<file path="src/rtl/apb_ecc_master.sv">
// APB write initiator for the ECC_ENC_DEC slave: takes one command, issues the four
// register writes back-to-back, waits for operation_done (or timeout) and returns a response.
module apb_ecc_master #(
    parameter int DATA_WIDTH      = 32,
    parameter int AMBA_ADDR_WIDTH = 20,
    parameter int AMBA_WORD       = 32,
    parameter int TIMEOUT_CYCLES  = 1024
) (
    input  logic                       clk,
    input  logic                       rst,
    input  logic                       cmd_valid,
    output logic                       cmd_ready,
    input  logic [1:0]                 cmd_op,
    input  logic [DATA_WIDTH-1:0]      cmd_data,
    input  logic [1:0]                 cmd_width,
    input  logic [DATA_WIDTH-1:0]      cmd_noise,
    output logic [AMBA_ADDR_WIDTH-1:0] PADDR,
    output logic [AMBA_WORD-1:0]       PWDATA,
    output logic                       PENABLE,
    output logic                       PSEL,
    output logic                       PWRITE,
    input  logic                       operation_done,
    input  logic [DATA_WIDTH-1:0]      data_out,
    input  logic [1:0]                 num_of_errors,
    output logic                       resp_valid,
    input  logic                       resp_ready,
    output logic [DATA_WIDTH-1:0]      resp_data,
    output logic [1:0]                 resp_num_errors,
    output logic                       resp_timeout,
    output logic                       busy
);

    localparam logic [2:0] IDLE      = 3'd0;
    localparam logic [2:0] SETUP     = 3'd1;
    localparam logic [2:0] ACCESS    = 3'd2;
    localparam logic [2:0] WAIT_DONE = 3'd3;
    localparam logic [2:0] RESP      = 3'd4;

    localparam int CW = (TIMEOUT_CYCLES > 0) ? $clog2(TIMEOUT_CYCLES + 1) : 1;
    localparam logic [CW-1:0] TO_LIMIT = CW'(TIMEOUT_CYCLES);

    localparam logic [AMBA_ADDR_WIDTH-1:0] ADDR_CTRL  = AMBA_ADDR_WIDTH'(32'h00);
    localparam logic [AMBA_ADDR_WIDTH-1:0] ADDR_DATA  = AMBA_ADDR_WIDTH'(32'h04);
    localparam logic [AMBA_ADDR_WIDTH-1:0] ADDR_WIDTH = AMBA_ADDR_WIDTH'(32'h08);
    localparam logic [AMBA_ADDR_WIDTH-1:0] ADDR_NOISE = AMBA_ADDR_WIDTH'(32'h0C);

    typedef struct packed {
        logic [1:0]            op;
        logic [DATA_WIDTH-1:0] data;
        logic [1:0]            width;
        logic [DATA_WIDTH-1:0] noise;
    } cmd_t;

    logic [2:0]    state;
    logic [1:0]    idx;
    logic [CW-1:0] cnt;
    cmd_t          cmd_q;

    always_ff @(posedge clk or posedge rst) begin
        if (rst) begin
            state           <= IDLE;
            idx             <= '0;
            cnt             <= '0;
            cmd_q           <= '0;
            resp_data       <= '0;
            resp_num_errors <= '0;
            resp_timeout    <= 1'b0;
        end else begin
            case (state)
                IDLE: if (cmd_valid) begin
                    cmd_q <= '{op: cmd_op, data: cmd_data, width: cmd_width, noise: cmd_noise};
                    idx   <= '0;
                    state <= SETUP;
                end
                SETUP: state <= ACCESS;
                ACCESS: begin
                    if (idx == 2'd3) begin
                        cnt   <= '0;
                        state <= WAIT_DONE;
                    end else begin
                        idx   <= idx + 2'd1;
                        state <= SETUP;
                    end
                end
                WAIT_DONE: begin
                    if (cnt != '1) cnt <= cnt + 1'b1;
                    // A done in the same cycle as the timeout still wins
                    if (operation_done) begin
                        resp_data       <= data_out;
                        resp_num_errors <= num_of_errors;
                        resp_timeout    <= 1'b0;
                        state           <= RESP;
                    end else if (TIMEOUT_CYCLES != 0 && cnt == TO_LIMIT) begin
                        resp_data       <= '0;
                        resp_num_errors <= '0;
                        resp_timeout    <= 1'b1;
                        state           <= RESP;
                    end
                end
                RESP: if (resp_ready) state <= IDLE;
                default: state <= IDLE;
            endcase
        end
    end

    // APB outputs decode straight from state so a reset drops them without waiting for an edge
    always_comb begin
        PSEL    = 1'b0;
        PENABLE = 1'b0;
        PWRITE  = 1'b0;
        PADDR   = '0;
        PWDATA  = '0;
        if (state == SETUP || state == ACCESS) begin
            PSEL    = 1'b1;
            PWRITE  = 1'b1;
            PENABLE = (state == ACCESS);
            case (idx)
                2'd0: begin PADDR = ADDR_DATA;  PWDATA[DATA_WIDTH-1:0] = cmd_q.data;  end
                2'd1: begin PADDR = ADDR_WIDTH; PWDATA[1:0]            = cmd_q.width; end
                2'd2: begin PADDR = ADDR_NOISE; PWDATA[DATA_WIDTH-1:0] = cmd_q.noise; end
                default: begin PADDR = ADDR_CTRL; PWDATA[1:0]          = cmd_q.op;    end
            endcase
        end
    end

    assign cmd_ready  = (state == IDLE);
    assign busy       = (state != IDLE);
    assign resp_valid = (state == RESP);

endmodule

</file>
<file path="config.mk">
export PLATFORM = sky130hd
export DESIGN_NAME = apb_ecc_master
export DESIGN_NICKNAME = d
export VERILOG_FILES = /design/src/rtl/apb_ecc_master.sv
export SDC_FILE = /design/constraint.sdc
export NUM_CORES = 1
export LEC_CHECK = 0
export ABC_AREA = 1
export CAP_MARGIN = 5
export CORE_MARGIN = 8
export CORE_UTILIZATION = 30
export CTS_BUF_LIST = sky130_fd_sc_hd__clkbuf_4 sky130_fd_sc_hd__clkbuf_8
export DETAILED_ROUTE_END_ITERATION = 16
export PLACE_DENSITY = 0.59
export SYNTH_ARGS = -nofsm -noshare
export SYNTH_HDL_FRONTEND = slang
export SYNTH_SLANG_ARGS = --single-unit
</file>
<file path="constraint.sdc">
create_clock -name clk -period 5.2 [get_ports clk]
set_input_delay 0.78 -clock clk [delete_from_list [all_inputs] [get_ports clk]]
set_output_delay 0.78 -clock clk [all_outputs]
set_load 0.05 [all_outputs]
</file>
==> summary.md <==
| Metric | Value |
|---|---|
| Status | `finished clean` |
| Post-synthesis cell count | `about 720` |
| Starting Density | `a little under a third` |
| Commonest cells after routing, fill and taps aside | `nand2_1, clkdlybuf4s50_1, dfrtp_1` |
| CTS buffer count | `17` |
| Post-synthesis sequential area ratio | `a little over half` |
| Leakage power | `just under 4 nW` |
| Layout Cells excl Fill | `1130` |
| EDFF count, synth | `0` |
| Post-cts resize count | `0` |
| Total number of yosys warnings | `0` |
| Post-route ant nets | `0` |
| Worst EP required | `4.42 ns` |
| Initial antenna violation count | `1` |
| Peak VDD IR | `0.281 mV` |
| GRT Overall Usage | `~15%` |
| GPL Wtd Cong | `slightly below 0.8` |
| Max Cap Violations | `0` |
| Site row count | `49` |
| Area share of the largest cell type after synthesis | `between 50% and 60%` |
| Final min period | `3.64 ns` |
| Max-slew violations | `0` |
| Placed insts | `~1.1k` |
| CTS sink count | `119` |
| Crit path DAT | `~2.9 ns` |
| Multi-input gate area | `between 2000 and 2500 um2` |
| Wire length of the first global-routing pass | `26.7 mm` |
| Most used DFF post-synth | `dfrtp_1` |
| Worst slew pin tran | `~0.77 ns` |
| Worst r2r src | `state[0]` |
| CP max stage delay | `~0.83 ns` |
| Commonest non-fill, non-tap cell in the layout | `nand2_1` |
| Top cells by area, synth | `dfrtp_1, nand2_1, a21oi_1` |
| Total negative slack | `0 ns` |
| Setup crit start | `idx[0]` |
| Clk slew on worst S/H paths | `0.06 ns` |
| Worst skew pair latency | `roughly 0.44 ns` |
| Final period util | `70.0%` |
| DIE WIDTH | `around 150 um` |
| DR vias | `between 4k and 5k` |
| Worst path cell trace | `inv_1 -> ha_1 -> buf_4 -> nand2_1 -> a31oi_1 -> clkdlybuf4s50_1` |
| Slew margin rel. | `about half` |
| Routed length per instance | `14.8 um` |
| Area growth from synthesis to layout | `41.9%` |
| Residual DRC | `0` |
| Netlist cell types | `27` |
| Max Buffers Root-to-Sink | `2` |
| Hold Startpoint | `resp_data[11]` |
| Antenna cells | `0` |
| Filler cell count | `between 1.5k and 2k` |
| Drt first pass iters | `4` |
| Port bufs | `~180` |
| CP Buf/Inv Count | `3` |
| Largest area contributor in the netlist | `dfrtp_1` |
| DR vias/cell | `around 4.3` |
| WS Path Type | `reg2out` |
| I/O pin total | `200` |
| Total grt overflow | `0` |
| Synth Area per Inst | `between 7 and 8 um2` |
| Clock Root Buffer | `clkbuf_8` |
| PwrDens | `between 600 and 700 nW/um2` |
| Post CTS Setup Buffer Count | `0` |
| Initial drt markers | `291` |
| CTS tree | `yes` |
| Worst setup SP type | `register` |
| RSZ-0062 raised after global routing | `false` |
| HPWL after detailed placement | `roughly 12 mm` |
| Reg area | `roughly 3000 um2` |
| Die ar. | `23100 um2` |
| Final #Nets | `about 1k` |
| Synthesized flop and latch total | `around 120` |
| Hold crit path type | `reg2reg` |
| Final hold viol count | `0` |
| Async S/R FF share, synth | `100%` |
| Core area | `18100 um2` |
| Setup-failing EPs final | `0` |
| Slowest cell on the critical path | `clkdlybuf4s50_1` |
| Largest net degree at the start of global routing | `120` |
| Hold Buf Count CTS | `0` |
| Synth Cell Area | `between 5000 and 6000 um2` |
| Vias in the first global route | `about 5.0k` |
| Top delay family on crit path | `buffers and inverters` |
| Fmax | `between 200 and 300 MHz` |
| Critical Path Fanout Max | `23` |
| Final wirelength | `between 15 and 20 mm` |
| Share of layout cells above drive strength 1 | `about 5.9%` |
| Worst Setup End Kind | `output port` |
| Layout Skew | `a little over 0.009 ns` |
| Die H | `152 um` |
| H-Tree Depth | `4` |
==> registers in the layout, summed over array words and instances, names as in the netlist <==
| name | flops |
|---|---|
| cnt | 11 |
| cmd_q | 68 |
| idx | 2 |
| resp_timeout | 1 |
| state | 3 |
| resp_data | 32 |
| resp_num_errors | 2 |
==> through the flow <==
step	util [%]	hold WS, ns	setup slack [ns]	area, um2	total power, mW
2_1_floorplan	-	0.442	1.26	5620	3.46
3_3_place_gp	41.1	0.454	2.03	7440	4.35
3_5_place_dp	41.1	0.457	1.99	7440	4.36
4_1_cts	43.6	0.475	1.48	7880	5.33
5_1_grt	43.6	0.491	1.35	7880	5.60
6_report	43.6	0.468	1.56	7880	5.25
==> tightest hold or removal path: stages, from the launching register on <==
cell     delay, ns
dfrtp_1       0.34
nand2_1       0.05
nand2_1       0.04
==> worst paths after layout <==
| path | to | slack [ns] | depth (start not counted) |
|---|---|---|---|
| max | PWDATA[0] | 1.56 | 6 |
| min | resp_data[11] | 0.47 | 2 |
| max reg2reg | cmd_q[7] | 2.64 | 8 |
| min reg2reg | resp_data[11] | 0.47 | 2 |
| max in group asynchronous | state[0] | 3.82 | 3 |
| min in group asynchronous | resp_data[23] | 0.82 | 3 |
==> cell usage after synthesis (2+ instances only) <==
| cell type | count |
|---|---|
| nor3_1 | 2 |
| buf_6 | 5 |
| buf_2 | 12 |
| clkbuf_1 | 12 |
| nand2_2 | 3 |
| o21ai_0 | 9 |
| inv_2 | 6 |
| dfrtp_1 | 119 |
| a21oi_1 | 33 |
| nand2_4 | 2 |
| nand2_1 | 423 |
| ha_1 | 6 |
| or2_2 | 2 |
| nor2_2 | 3 |
| inv_1 | 20 |
| nor2_1 | 19 |
| buf_4 | 22 |
| a31oi_1 | 2 |
| nand3_1 | 11 |
==> power breakdown <==
part | switching (mW) | leakage, nW | total (mW) | internal, mW
logic | 1.91 | 2.14 | 2.76 | 0.848
clock network | 0.375 | 0.223 | 0.940 | 0.565
registers | 0.228 | 1.50 | 1.55 | 1.32
==> logic make-up after synthesis <==
| kind of cell | synth area share (%) |
|---|---|
| AO/OA/AOI/OAI | 4.37 |
| XOR/XNOR | 0.158 |
| adder cells (fa/ha/maj) | 1.35 |
| buffers and inverters | 7.64 |
| flip-flops | 53.6 |
| other | 0.0675 |
| AND/OR/NAND/NOR | 32.8 |
==> layout make-up <==
class	instances	area share, %
multi-input combinational	540	28.1
inverter	26	1.27
sequential	119	37.8
clock buffer	21	3.67
timing repair buffer	186	23.6
tap	229	3.64
clock inverter	9	1.87
==> per-layer routing <==
metal / track usage (%) / vias up / wire [um]
li1: - / 2491 / -
met1: 17.8 / 2223 / 7420
met2: 22.6 / 136 / 7790
met3: 4.99 / 26 / 1150
met4: 6.52 / 2 / 385
met5: 0 / - / 10
Power figures use the tool's default switching activity.
